## config.mk

```make
export PLATFORM = sky130hd
export DESIGN_NAME = uart_rx_8o1
export DESIGN_NICKNAME = d
export VERILOG_FILES = /design/src/rtl/uart_pkg.sv /design/src/rtl/uart_rx_sync.sv /design/src/rtl/uart_rx_8o1.sv
export SDC_FILE = /design/constraint.sdc
export NUM_CORES = 1
export LEC_CHECK = 0
export ABC_AREA = 0
export ABC_CLOCK_PERIOD_IN_PS = 2300
export CORE_MARGIN = 2
export CORE_UTILIZATION = 30
export DETAILED_ROUTE_END_ITERATION = 6
export GPL_ROUTABILITY_DRIVEN = 1
export GPL_TIMING_DRIVEN = 0
export PLACE_DENSITY = 0.51
export SYNTH_ARGS = -nofsm -noshare
export SYNTH_HDL_FRONTEND = slang
export SYNTH_SLANG_ARGS = --single-unit
```

## constraint.sdc

```tcl
create_clock -name clk -period 2.3 [get_ports clk]
set_input_delay 0.46 -clock clk [delete_from_list [all_inputs] [get_ports clk]]
set_output_delay 0.46 -clock clk [all_outputs]
set_load 0.05 [all_outputs]
```

## src/rtl/uart_pkg.sv

```systemverilog
// uart_pkg: shared receiver state encoding, frame constants and parity helper.
package uart_pkg;
   typedef enum logic [2:0] {IDLE, START, DATA, PARITY, STOP, WAIT_HIGH} rx_state_e;
   localparam int DATA_BITS = 8;
   localparam logic STOP_LEVEL = 1'b1;
   localparam logic IDLE_LEVEL = 1'b1;
   function automatic logic odd_parity(input logic [DATA_BITS-1:0] b);
      return ~^b;
   endfunction
endpackage

```

## src/rtl/uart_rx_sync.sv

```systemverilog
// uart_rx_sync: two-flop synchronizer for the serial line, reset to idle level.
module uart_rx_sync (
   input  logic clk,
   input  logic rst,
   input  logic d_i,
   output logic q_o
);
   logic meta_q, sync_q;
   always_ff @(posedge clk) begin
      if (!rst) begin
         meta_q <= 1'b1;
         sync_q <= 1'b1;
      end else begin
         meta_q <= d_i;
         sync_q <= meta_q;
      end
   end
   assign q_o = sync_q;
endmodule

```

## src/rtl/uart_rx_8o1.sv

```systemverilog
// uart_rx_8o1: 8-O-1 UART receiver with mid-bit sampling, one-cycle valid strobe
// and parity/framing error flags.
module uart_rx_8o1
   import uart_pkg::*;
#(
   parameter int clk_freq  = 1000000,
   parameter int baud_rate = 9600
) (
   input  logic       clk,
   input  logic       rst,
   input  logic       rx,
   output logic [7:0] rx_data,
   output logic       rx_valid,
   output logic       parity_err,
   output logic       frame_err,
   output logic       busy
);
   localparam int clks_per_bit = clk_freq / baud_rate;
   localparam int half_bit     = clks_per_bit / 2;
   localparam int CW           = $clog2(clks_per_bit);
   localparam logic [CW-1:0] CNT_HALF = CW'(half_bit - 1);
   localparam logic [CW-1:0] CNT_END  = CW'(clks_per_bit - 1);
   rx_state_e                state_q;
   logic [CW-1:0]            cnt_q;
   logic [2:0]               bit_idx_q;
   logic [DATA_BITS-1:0]     shift_q, shift_d, rx_data_q;
   logic                     par_q, rx_valid_q, parity_err_q, frame_err_q;
   logic                     rxs, at_end;
   uart_rx_sync u_sync (.clk(clk), .rst(rst), .d_i(rx), .q_o(rxs));
   assign shift_d = {rxs, shift_q[DATA_BITS-1:1]};
   assign at_end  = cnt_q == CNT_END;
   always_ff @(posedge clk) begin
      if (!rst) begin
         state_q      <= IDLE;
         cnt_q        <= '0;
         bit_idx_q    <= '0;
         shift_q      <= '0;
         par_q        <= 1'b0;
         rx_data_q    <= '0;
         rx_valid_q   <= 1'b0;
         parity_err_q <= 1'b0;
         frame_err_q  <= 1'b0;
      end else begin
         rx_valid_q <= 1'b0;
         case (state_q)
            IDLE: begin
               cnt_q <= '0;
               if (!rxs) state_q <= START;
            end
            START: begin
               cnt_q <= cnt_q + 1'b1;
               if (cnt_q == CNT_HALF) begin
                  cnt_q     <= '0;
                  bit_idx_q <= '0;
                  state_q   <= rxs ? IDLE : DATA;
               end
            end
            DATA: begin
               cnt_q <= cnt_q + 1'b1;
               if (at_end) begin
                  cnt_q     <= '0;
                  shift_q   <= shift_d;
                  bit_idx_q <= bit_idx_q + 3'd1;
                  if (bit_idx_q == 3'd7) state_q <= PARITY;
               end
            end
            PARITY: begin
               cnt_q <= cnt_q + 1'b1;
               if (at_end) begin
                  cnt_q   <= '0;
                  par_q   <= rxs;
                  state_q <= STOP;
               end
            end
            STOP: begin
               cnt_q <= cnt_q + 1'b1;
               if (at_end) begin
                  cnt_q        <= '0;
                  rx_valid_q   <= 1'b1;
                  rx_data_q    <= shift_q;
                  parity_err_q <= par_q != odd_parity(shift_q);
                  frame_err_q  <= rxs != STOP_LEVEL;
                  state_q      <= (rxs == STOP_LEVEL) ? IDLE : WAIT_HIGH;
               end
            end
            // a held-low line (break) must not be decoded as a stream of frames
            WAIT_HIGH: if (rxs == IDLE_LEVEL) state_q <= IDLE;
            default: state_q <= IDLE;
         endcase
      end
   end
   assign rx_data    = rx_data_q;
   assign rx_valid   = rx_valid_q;
   assign parity_err = parity_err_q;
   assign frame_err  = frame_err_q;
   assign busy       = state_q != IDLE;
endmodule

```

==> summary by stage, run 1 <==
Outcome
The run finished with clean final reports.

Synthesis
The count of warnings emitted by yosys is 0. The synthesized netlist net count is ~180. Of all cell types, the one taking the most synthesized area is sky130_fd_sc_hd__dfxtp_1. The share of synthesized flip-flops with an asynchronous set or reset is 0%. The synthesized netlist contains 43 unique library cells. The cell with the most instances after synthesis is sky130_fd_sc_hd__dfxtp_1. The most used flip-flop cell after synthesis is sky130_fd_sc_hd__dfxtp_1. By count the netlist is led by 35 x sky130_fd_sc_hd__dfxtp_1, 20 x sky130_fd_sc_hd__nor2_1, 17 x sky130_fd_sc_hd__mux2i_1. The number of flip-flops and latches in the synthesized netlist is 35.

By area the synthesized netlist is led by sky130_fd_sc_hd__dfxtp_1 42%, sky130_fd_sc_hd__mux2i_1 10%, sky130_fd_sc_hd__nor2_1 4.5%. Summing every instance area after synthesis gives between 1500 and 2000 um^2. The synthesized area per cell is roughly 9.7 um^2. After synthesis, the largest area contributor takes up between 40% and 50% of total cell area. Summing the sequential cell areas from Yosys gives a little over two fifths of the chip area. The synthesized design contains 0 enable-type register cells. The number of cells produced by synthesis is ~170.

Placed design
OpenSTA, run right after detailed placement, puts the worst setup slack at between 0.08 and 0.09 ns. Including well taps, the total number of placed cells is about 260. The port buffer count is 13. Routability-driven placement finished with a final weighted congestion of 0.818. The estimated wirelength of the detail-placed design is roughly 2.4 mm. The total cell area at the placement stage is between 1500 and 2000 um^2.

Setup path
Counting cells, the worst reg-to-reg path comes to 6. The critical path goes through clkbuf_1, or3_1, dlygate4sd2_1. The worst setup path is captured at a primary output. The endpoint identified for the worst register-to-register timing path is shift_q[2]. The worst reg2reg path startpoint is cnt_q[0]. The worst-case register-to-register setup slack is between 0.3 and 0.4 ns. By startpoint and endpoint, the worst setup path is classified as reg -> out.

The arrival time reported for the critical path endpoint is between 1.5 and 2 ns. The longest individual stage delay on the worst path is 0.52 ns. The maximum fanout along the worst path is 10. STA puts the critical path data required time at roughly 1.8 ns.

The slowest cell on the critical path is sky130_fd_sc_hd__dlygate4sd2_1. The worst setup path is launched from a flip-flop.

Power and ir drop
In this run the static leakage power is 0.000676 uW. The maximum VDD drop is 0.000292 V. Dividing total power by cell area gives a power density of 553 nW/um^2.

Timing
The slew at the pin closest to its max-slew limit is about 0.53 ns. The final count of pins violating max slew came to 0. After layout, the worst setup slack is about 0.15 ns. Setup repair after global routing left no endpoint under its margin.

After layout, the worst path uses just over 90% of the clock period. Across all hold checks on the routed design, the worst slack comes to between 0.4 and 0.5 ns. The maximum clock skew at final layout is 0.00434 ns. Setup total negative slack on the finished layout was measured at 0 ns.

The final setup violation count is 0. The final count of hold timing violations was 0. The worst pin sits at a relative slew slack of between 60% and 70%. The highest achievable clock rate is 0.465 GHz. The clock period minus final worst setup slack is around 2.1 ns.

Global routing
The number of antenna violations at the first check in global routing came to 0. The aggregate global routing overflow is 0. For this run, the total global-route usage over all layers was measured as about an eighth.

The largest net degree at the start of global routing is 12. The number of global-route vias before repair is 1278. The first global-routing pass estimated slightly above 6 mm of wire.

Drt
Using the TritonRoute via totals, the vias-per-cell ratio works out to between 4 and 5. The first TritonRoute pass finished after 4 iterations. Across all layers, the routed design uses roughly 1.3k vias.

For this run, design rule violations remaining after detail routing come to 0. After detailed routing, the average wire length per cell comes to between 10 and 15 um. The count of nets left with antenna violations after detail routing is 0. The initial detailed-routing violation count is 70. The total length of routed wires is roughly 3.5 mm.

CTS
The clock net in this run drives a total of 35 sinks. The maximum clock path buffer count is 2. The CTS buffer count is 5. The count of H-tree levels built during CTS is 2. The master cell of the clock root buffer is sky130_fd_sc_hd__clkbuf_8. TritonCTS built the clock tree. The later-pin clock latency in the skew report is 0.29 ns. The clock transition at the registers of the reported paths is 0.07 ns.

Hold path
The path category of the worst min-delay check is reg -> reg. For hold timing, the worst endpoint is u_sync.q_o. The worst hold path depth is 1.

The origin of the worst min-delay path is u_sync.meta_q.

Floorplan
After floorplanning, the core was divided into 27 placement rows. Measured along the y axis, the die boundary spans between 70 and 80 um. The width of the die is between 70 and 80 um. The area inside the core boundary is approximately 5400 um^2. 15 I/O pins were placed. Once the floorplan was initialized, standard cells occupied between 30% and 40% of the core. The area of the die is between 6000 and 7000 um^2.

Flow run
The number of maximum-capacitance violations is 0.

Cells and area
Excluding fillers, the count of instances in the completed layout stands at 266. At the end of the flow, the number of nets in the layout was roughly 200. The repair_antennas step left the layout with diodes totalling 0. Of the cells placed in the final design, the portion with a size suffix greater than 1 is between 10% and 20%. The area of all placed cells without fillers is 1980 um^2.

Fill cells in the final layout number approximately 560. The relative area change from synthesis to final layout is 18.3%.
==> worst max-delay path by stage <==
stage | from | end | slack [ns] | cells past startpoint
after floorplan | cnt_q[0] | shift_q[4] | 0.63 | 6
after global placement | state_q[2] | busy | 0.07 | 3
after detailed placement | state_q[2] | busy | 0.08 | 3
after CTS | state_q[2] | busy | 0.04 | 3
after global routing | state_q[0] | busy | 0.01 | 3
final | state_q[0] | busy | 0.15 | 3
==> flip-flops by register name, indices dropped and copies added (netlist names) <==
name,cells
parity_err,1
frame_err,1
bit_idx_q,3
par_q,1
u_sync.meta_q,1
u_sync.q_o,1
rx_valid,1
shift_q,8
state_q,3
cnt_q,7
rx_data,8
==> timing repair <==
item	4_1_cts	5_1_grt
endpoints found under the setup margin	1	1
hold buffers	0	0
gates resized for setup	1	2
hold endpoints to repair	0	0
setup buffers	0	0
==> metal layers <==
metal	global-route usage [%]	share of wire [%]
met1	16.5	50
met2	19.7	45
met3	4.37	4.3
met4	2.98	0.51
met5	0	0
==> kinds of logic (layout without fill, tap and decap cells) <==
logic type	count (synthesis)	count (layout)	share of synthesized area, %
AO/OA/AOI/OAI	37	37	16.0
XOR/XNOR	8	8	5.01
adder cells (fa/ha/maj)	3	3	2.25
buffers and inverters	13	34	3.74
flip-flops	35	35	41.9
multiplexers	17	17	10.2
AND/OR/NAND/NOR	60	60	20.9
==> report_power, final <==
group,internal (uW),switching (uW),total [uW]
registers,609,3.22,613
logic,11.7,28.2,39.9
clock network,212,229,441
==> placed cells by master, fill, tap and decap left out, types with 2 or more instances in the layout <==
cell and count:
sky130_fd_sc_hd__dfxtp_1 35, sky130_fd_sc_hd__nor2_1 20, sky130_fd_sc_hd__mux2i_1 17, sky130_fd_sc_hd__clkdlybuf4s50_1 12, sky130_fd_sc_hd__a21oi_1 11, sky130_fd_sc_hd__nand2_1 10
sky130_fd_sc_hd__nor3_1 6, sky130_fd_sc_hd__xnor2_1 6, sky130_fd_sc_hd__o21ai_1 5, sky130_fd_sc_hd__nand3_1 5, sky130_fd_sc_hd__o22ai_1 5, sky130_fd_sc_hd__clkbuf_8 5
sky130_fd_sc_hd__clkbuf_1 4, sky130_fd_sc_hd__nand2b_1 3, sky130_fd_sc_hd__inv_1 3, sky130_fd_sc_hd__and2_1 3, sky130_fd_sc_hd__o21ai_0 3, sky130_fd_sc_hd__a211oi_2 3
sky130_fd_sc_hd__nand4_1 3, sky130_fd_sc_hd__ha_1 3, sky130_fd_sc_hd__buf_2 2, sky130_fd_sc_hd__o21a_1 2, sky130_fd_sc_hd__a211oi_1 2
==> final cells by class <==
type                    count  area, um^2  share of cell area (%)
multi-input cells         125         908                    45.9
well taps                  72        90.1                    4.56
plain buffers               9        48.8                    2.47
inverters                   4        15.0                   0.759
clock buffers               6        72.6                    3.67
repair buffers             13         129                    6.52
clock inverters             2        12.5                   0.633
flip-flops and latches     35         701                    35.4
==> through the flow <==
step | util (%) | power, uW
2_1_floorplan | - | 655
3_3_place_gp | 34.8 | 668
3_5_place_dp | 34.8 | 668
4_1_cts | 36.3 | 1120
5_1_grt | 36.3 | 1140
6_report | 36.3 | 1090
==> critical path, delay by kind of cell (launching register included) <==
family / cells / cell delay, ns
buf+inv: 2 / 0.88
simple gates: 1 / 0.17
flops: 1 / 0.35
(Power assumes the default switching activity.)
==> run 2: changes to the inputs <==
--- a/config.mk
+++ b/config.mk
@@ -7,7 +7,7 @@
 export LEC_CHECK = 0
 export ABC_AREA = 0
 export ABC_CLOCK_PERIOD_IN_PS = 2300
-export CORE_MARGIN = 2
+export CORE_MARGIN = 1.5
 export CORE_UTILIZATION = 30
 export DETAILED_ROUTE_END_ITERATION = 6
 export GPL_ROUTABILITY_DRIVEN = 1
==> summary by stage, run 2 (same netlist as run 1, synthesis figures left out) <==
CTS
The clock sink count is 35. Clock tree synthesis inserted a total of 5 buffers. The maximum clock path buffer count is 2.

The TritonCTS clock tree is built. The clock transition at the registers of the reported paths is ~0.07 ns. Buffers inserted to repair hold after CTS numbered 0. The later-pin clock latency in the skew report is 0.29 ns.

CTS placed an instance of sky130_fd_sc_hd__clkbuf_8 at the clock tree root. The number of buffers added for setup after CTS is 0. The clock tree synthesis step divided the H-tree into 2 levels.

Global routing
The number of global-route vias before repair was between 1k and 1.5k. The global-route usage over all layers is 12.4%. The first global-routing pass estimated 5.81 mm of wire. The aggregate global routing overflow is 0.

Entering global routing, the biggest net connects 13 pins. The number of antenna violations at the first check in global routing is 0.

Power and ir drop
Across the VDD grid, the largest voltage drop is just over 0.0003 V. The ratio of total power to cell area is roughly 600 nW/um^2. In this run the static leakage power is ~0.00069 uW.

Timing
The final worst-path setup slack is around 0.29 ns. The final count of pins violating max slew is 0. Setup repair after global routing left no endpoint under its margin. At the pin with the least slew margin, the transition time is around 0.55 ns. The maximum clock skew at final layout is ~0.0032 ns.

After layout, the worst path uses approximately 88% of the clock period. The highest achievable clock rate is around 0.50 GHz. The final setup violation count is 0. The clock period minus final worst setup slack is between 2 and 2.5 ns. The max-slew headroom at the worst pin is a little over three fifths. For the final routed database, the setup TNS stands at 0 ns. The final count of hold timing violations was 0.

Placed design
The setup slack after placement is 0.0862 ns. After legalization and detailed placement, the total HPWL measured approximately 2.4 mm. The port buffer count is 13. The cell count after placement is between 200 and 300. The final weighted congestion in routability-driven placement is between 0.7 and 0.8.

Setup path
The kind of start point of the critical path is a flip-flop. The origin of the worst setup path is state_q[2]. The worst setup path is captured at a primary output.

The required time at the endpoint of the critical path is between 1.5 and 2 ns. The critical path is of the reg -> out type. The worst reg2reg path startpoint is cnt_q[0]. The signal on the critical path passes through clkbuf_1, or3_1, clkbuf_2. Setup slack on the worst reg-to-reg path comes out at around 0.35 ns. On the critical path, the stage with the largest delay is an instance of sky130_fd_sc_hd__or3_1. The worst register-to-register path ends at shift_q[4].

The number of cells on the worst reg-to-reg path is 6. In this run the worst setup path terminates at busy. In this run the worst path has a maximum fanout of 10. At the worst endpoint, the arrival time is between 1.5 and 2 ns. The longest individual stage delay on the worst path is approximately 0.4 ns.

Drt
Wires add up to around 3.5 mm. The number of detailed-routing iterations run before antenna repair is 4. The remaining routing DRC violations is 0.

The total number of vias is approximately 1.3k. In the final routed layout, each cell accounts on average for between 10 and 15 um. The count of nets left with antenna violations once routing finished came out at 0. The number of vias per cell after detailed routing is between 4 and 5. The initial detailed-routing violation count is between 50 and 60.

Floorplan
The die covers about 6000 um^2. The starting density of the core is 31.9%. In this run the horizontal extent of the chip is around 78 um. The row count is 26. After floorplanning, the core was sized to cover 5240 um^2. The y dimension of the die is about 78 um. The boundary pin count is 15.

Cells and area
The top cell types in the final layout, fill and taps aside, are 35 x sky130_fd_sc_hd__dfxtp_1, 20 x sky130_fd_sc_hd__nor2_1, 17 x sky130_fd_sc_hd__mux2i_1, 12 x sky130_fd_sc_hd__clkdlybuf4s50_1, 11 x sky130_fd_sc_hd__a21oi_1. Leaving out filler cells and counting taps, the final layout contains roughly 260. The most common library cell in the layout ignoring fill and taps is sky130_fd_sc_hd__dfxtp_1. In the final layout, the share of cells above drive strength 1 is about an eighth. The relative area change from synthesis to final layout is 19.5%.

The number of diodes added for antenna fixing is 0. The net count of the finished layout is a little under 200.

Flow run
The number of maximum-capacitance violations is 0.

Outcome
The run finished with clean final reports.

Hold path
The min-delay analysis places its worst path in the category reg -> reg.
==> run 2: what timing repair did <==
| item | CTS | global route |
|---|---|---|
| gates resized for setup | 1 | 2 |
| cloned | 0 | 0 |
| setup endpoints to repair | 1 | 1 |
==> run 2: final cells by class <==
type | instances | area [um^2]
repair buffers | 13 | 125
clock buffers | 5 | 68.8
multi-input cells | 125 | 908
plain buffers | 9 | 47.5
flip-flops and latches | 35 | 701
clock inverters | 3 | 43.8
fillers | 544 | 3240
well taps | 70 | 87.6
inverters | 4 | 15.0
==> run 2: worst min-delay path by stage <==
stage,slack (ns),cells after the start,startpoint,end
floorplan,0.39,1,u_sync.meta_q,u_sync.q_o
global placement,0.39,1,u_sync.meta_q,u_sync.q_o
detailed placement,0.40,1,u_sync.meta_q,u_sync.q_o
CTS,0.42,1,u_sync.meta_q,u_sync.q_o
global route,0.44,1,u_sync.meta_q,u_sync.q_o
finish,0.42,1,u_sync.meta_q,u_sync.q_o
==> run 2: worst max-delay path: cells and delay by family, from the launching register on <==
kind,cells,cell delay [ns]
simple gates,1,0.40
flops,1,0.37
buf+inv,2,0.49
==> run 2: through the flow <==
step	utilization [%]	hold slack [ns]	power, uW	area [um^2]
finish	38.1	0.419	1210	2000
global route	38.1	0.442	1260	2000
CTS	38.2	0.421	1230	2000
detailed placement	36.1	0.403	667	1890
global placement	36.1	0.387	667	1890
floorplan	-	0.386	655	1670
==> run 2: report_power, final <==
group | total, uW | internal (uW) | switching (uW)
logic | 38.5 | 11.5 | 27.0
registers | 613 | 609 | 3.71
clock network | 561 | 323 | 239
total | 1210 | 943 | 270
==> run 2: metal layers <==
metal / vias to the layer above / GRT usage [%] / routed length, um
met1: 566 / 16.9 / 1830
met4: 0 / 5.64 / 59
met3: 6 / 4.24 / 131
li1: 661 / - / -
met5: - / 0 / 0
met2: 23 / 17.5 / 1450
==> run 3: changes to the inputs <==
--- a/config.mk
+++ b/config.mk
@@ -13,6 +13,7 @@
 export GPL_ROUTABILITY_DRIVEN = 1
 export GPL_TIMING_DRIVEN = 0
 export PLACE_DENSITY = 0.51
+export SETUP_SLACK_MARGIN = 0.5
 export SYNTH_ARGS = -nofsm -noshare
 export SYNTH_HDL_FRONTEND = slang
 export SYNTH_SLANG_ARGS = --single-unit
==> summary by stage, run 3 (same netlist as run 1, synthesis figures left out) <==
CTS
The clock transition at the registers of the reported paths is 0.07 ns. The clock sink count is 35. Counting along the longest clock path gives a buffer depth of 2.

CTS built an H-tree with a depth of 2. The CTS buffer count is 5. The later-pin clock latency in the skew report is 0.29 ns. The master cell of the clock root buffer is sky130_fd_sc_hd__clkbuf_8. The TritonCTS clock tree is built.

Timing
The final count of pins violating max slew is 0. Hold timing on the final database bottoms out at a slack of ~0.42 ns. The share of the clock period used by the worst path is between 80% and 90%. The max-slew headroom at the worst pin is around 67%. The slew at the pin closest to its max-slew limit is slightly below 0.5 ns.

The final count of hold timing violations was 0. For the finished layout, the period the worst path requires is ~1.9 ns. After routing, the total negative slack on setup checks comes to 0 ns. Across the routed clock network, the largest skew measured is roughly 0.0057 ns. Based on the critical path, the design can be clocked at up to 0.540 GHz. Setup repair after global routing could not meet its margin everywhere. Setup violations remaining at the end of the flow were counted as 0.

Floorplan
The floorplan has 26 rows. The core region is around 5200 um^2. The area of the die is 6030 um^2.

Pin placement for this block handled 15 I/O pins. The initial utilization of the core area, before any placement, comes to a little under a third. The width of the die is a little under 80 um. The y dimension of the die is just under 80 um.

Setup path
The worst setup path is captured at a primary output. The worst register-to-register path has a setup slack of between 0.6 and 0.7 ns. The type of the worst setup path is reg -> out. Data on the critical path arrives at its endpoint at about 1.4 ns. For the worst setup path, the data required time is about 1.8 ns.

The kind of start point of the critical path is a flip-flop. Along the worst path, the maximum fanout reaches 10.

Hold path
The tightest min-delay check is of the reg -> reg type.

Drt
The total number of vias is 1280. For this run, the detailed router's first-pass iteration total came to 4. In the final routed layout, each cell accounts on average for roughly 13 um.

The initial detailed-routing violation count is 53. Wires add up to 3.54 mm. The number of vias per cell after detailed routing is approximately 4.8. The detail route stage leaves a number of antenna-violating nets equal to 0.

The remaining routing DRC violations is 0.

Cells and area
The number of antenna diodes in the final layout is 0. The relative area change from synthesis to final layout is 22.3%. The finished layout holds around 270 standard cells, fillers aside. The fraction of layout cells with a size suffix above 1 is 17.3%. Leaving out fill and tap cells, the most frequent cells in the layout are 34 x sky130_fd_sc_hd__dfxtp_1, 20 x sky130_fd_sc_hd__nor2_1, 17 x sky130_fd_sc_hd__mux2i_1, 11 x sky130_fd_sc_hd__a21oi_1, 11 x sky130_fd_sc_hd__dlygate4sd2_1. For this run, the post-layout net count is between 200 and 250. The library cell used most frequently in the layout, excluding fill and tap cells, is sky130_fd_sc_hd__dfxtp_1.

Global routing
Entering global routing, the biggest net connects 13 pins. The global-route usage over all layers is approximately an eighth. The number of global-route vias before repair came to approximately 1.2k.

The wire length of the first global-routing pass is ~5.8 mm. The aggregate global routing overflow is 0. The number of antenna violations at the first check in global routing is 0.

Power and ir drop
The worst-case IR drop observed on VDD is roughly 0.00031 V. The leakage power total is between 0.0007 and 0.0008 uW. The ratio of total power to cell area is between 500 and 600 nW/um^2.

Outcome
The run finished with clean final reports.

Placed design
The congestion estimate from routability-driven global placement came to ~0.80. The port buffer count is 13. The cell count after placement is between 200 and 300.

The estimated wirelength of the detail-placed design is roughly 2.4 mm.

Flow run
Max-cap violations in this run came to 0.
run 3: area by class of cell:
| cell class | instances | area, um^2 |
|---|---|---|
| clock buffers | 5 | 68.8 |
| repair buffers | 16 | 136 |
| plain buffers | 9 | 56.3 |
| well taps | 70 | 87.6 |
| multi-input cells | 125 | 935 |
| flip-flops and latches | 35 | 702 |
| fillers | 534 | 3190 |
| clock inverters | 3 | 43.8 |
| inverters | 4 | 15.0 |
run 3: worst paths after layout:
check / startpoint / end / cells past startpoint
max reg2reg: cnt_q[0] / state_q[0] / 6
min: u_sync.meta_q / u_sync.q_o / 1
min reg2reg: u_sync.meta_q / u_sync.q_o / 1
max: state_q[2] / busy / 3
run 3: stage by stage:
step                      util (%)  instance area [um^2]  power, uW  setup slack, ns
final                         39.0                  2040       1210            0.447
after detailed placement      36.1                  1890        667           0.0862
after floorplan                  -                  1670        655            0.629
after global routing          39.0                  2040       1260            0.400
after CTS                     38.3                  2010       1230            0.384
after global placement        36.1                  1890        667           0.0736
run 3: critical path: stages, from the launching register on:
cell and delay, ns:
sky130_fd_sc_hd__dfxtp_2 0.36, sky130_fd_sc_hd__clkbuf_4 0.19, sky130_fd_sc_hd__or3_1 0.37, sky130_fd_sc_hd__buf_4 0.19
run 3: per-layer routing:
| layer | GRT usage (%) | vias up | part of all wire [%] |
|---|---|---|---|
| li1 | - | 668 | - |
| met1 | 17.0 | 587 | 52 |
| met2 | 17.4 | 21 | 43 |
| met3 | 4.24 | 4 | 3.6 |
| met4 | 5.64 | 0 | 1.2 |
| met5 | 0 | - | 0 |
run 3: what timing repair did:
action	CTS	global route
pin swaps	1	2
buffers inserted	0	3
hold buffers	0	0
setup endpoints to repair	31	16
resized for setup	23	5
run 3: power breakdown:
part / internal, uW / switching, uW
registers: 609 / 4.28
logic: 13.7 / 28.0
clock network: 323 / 237
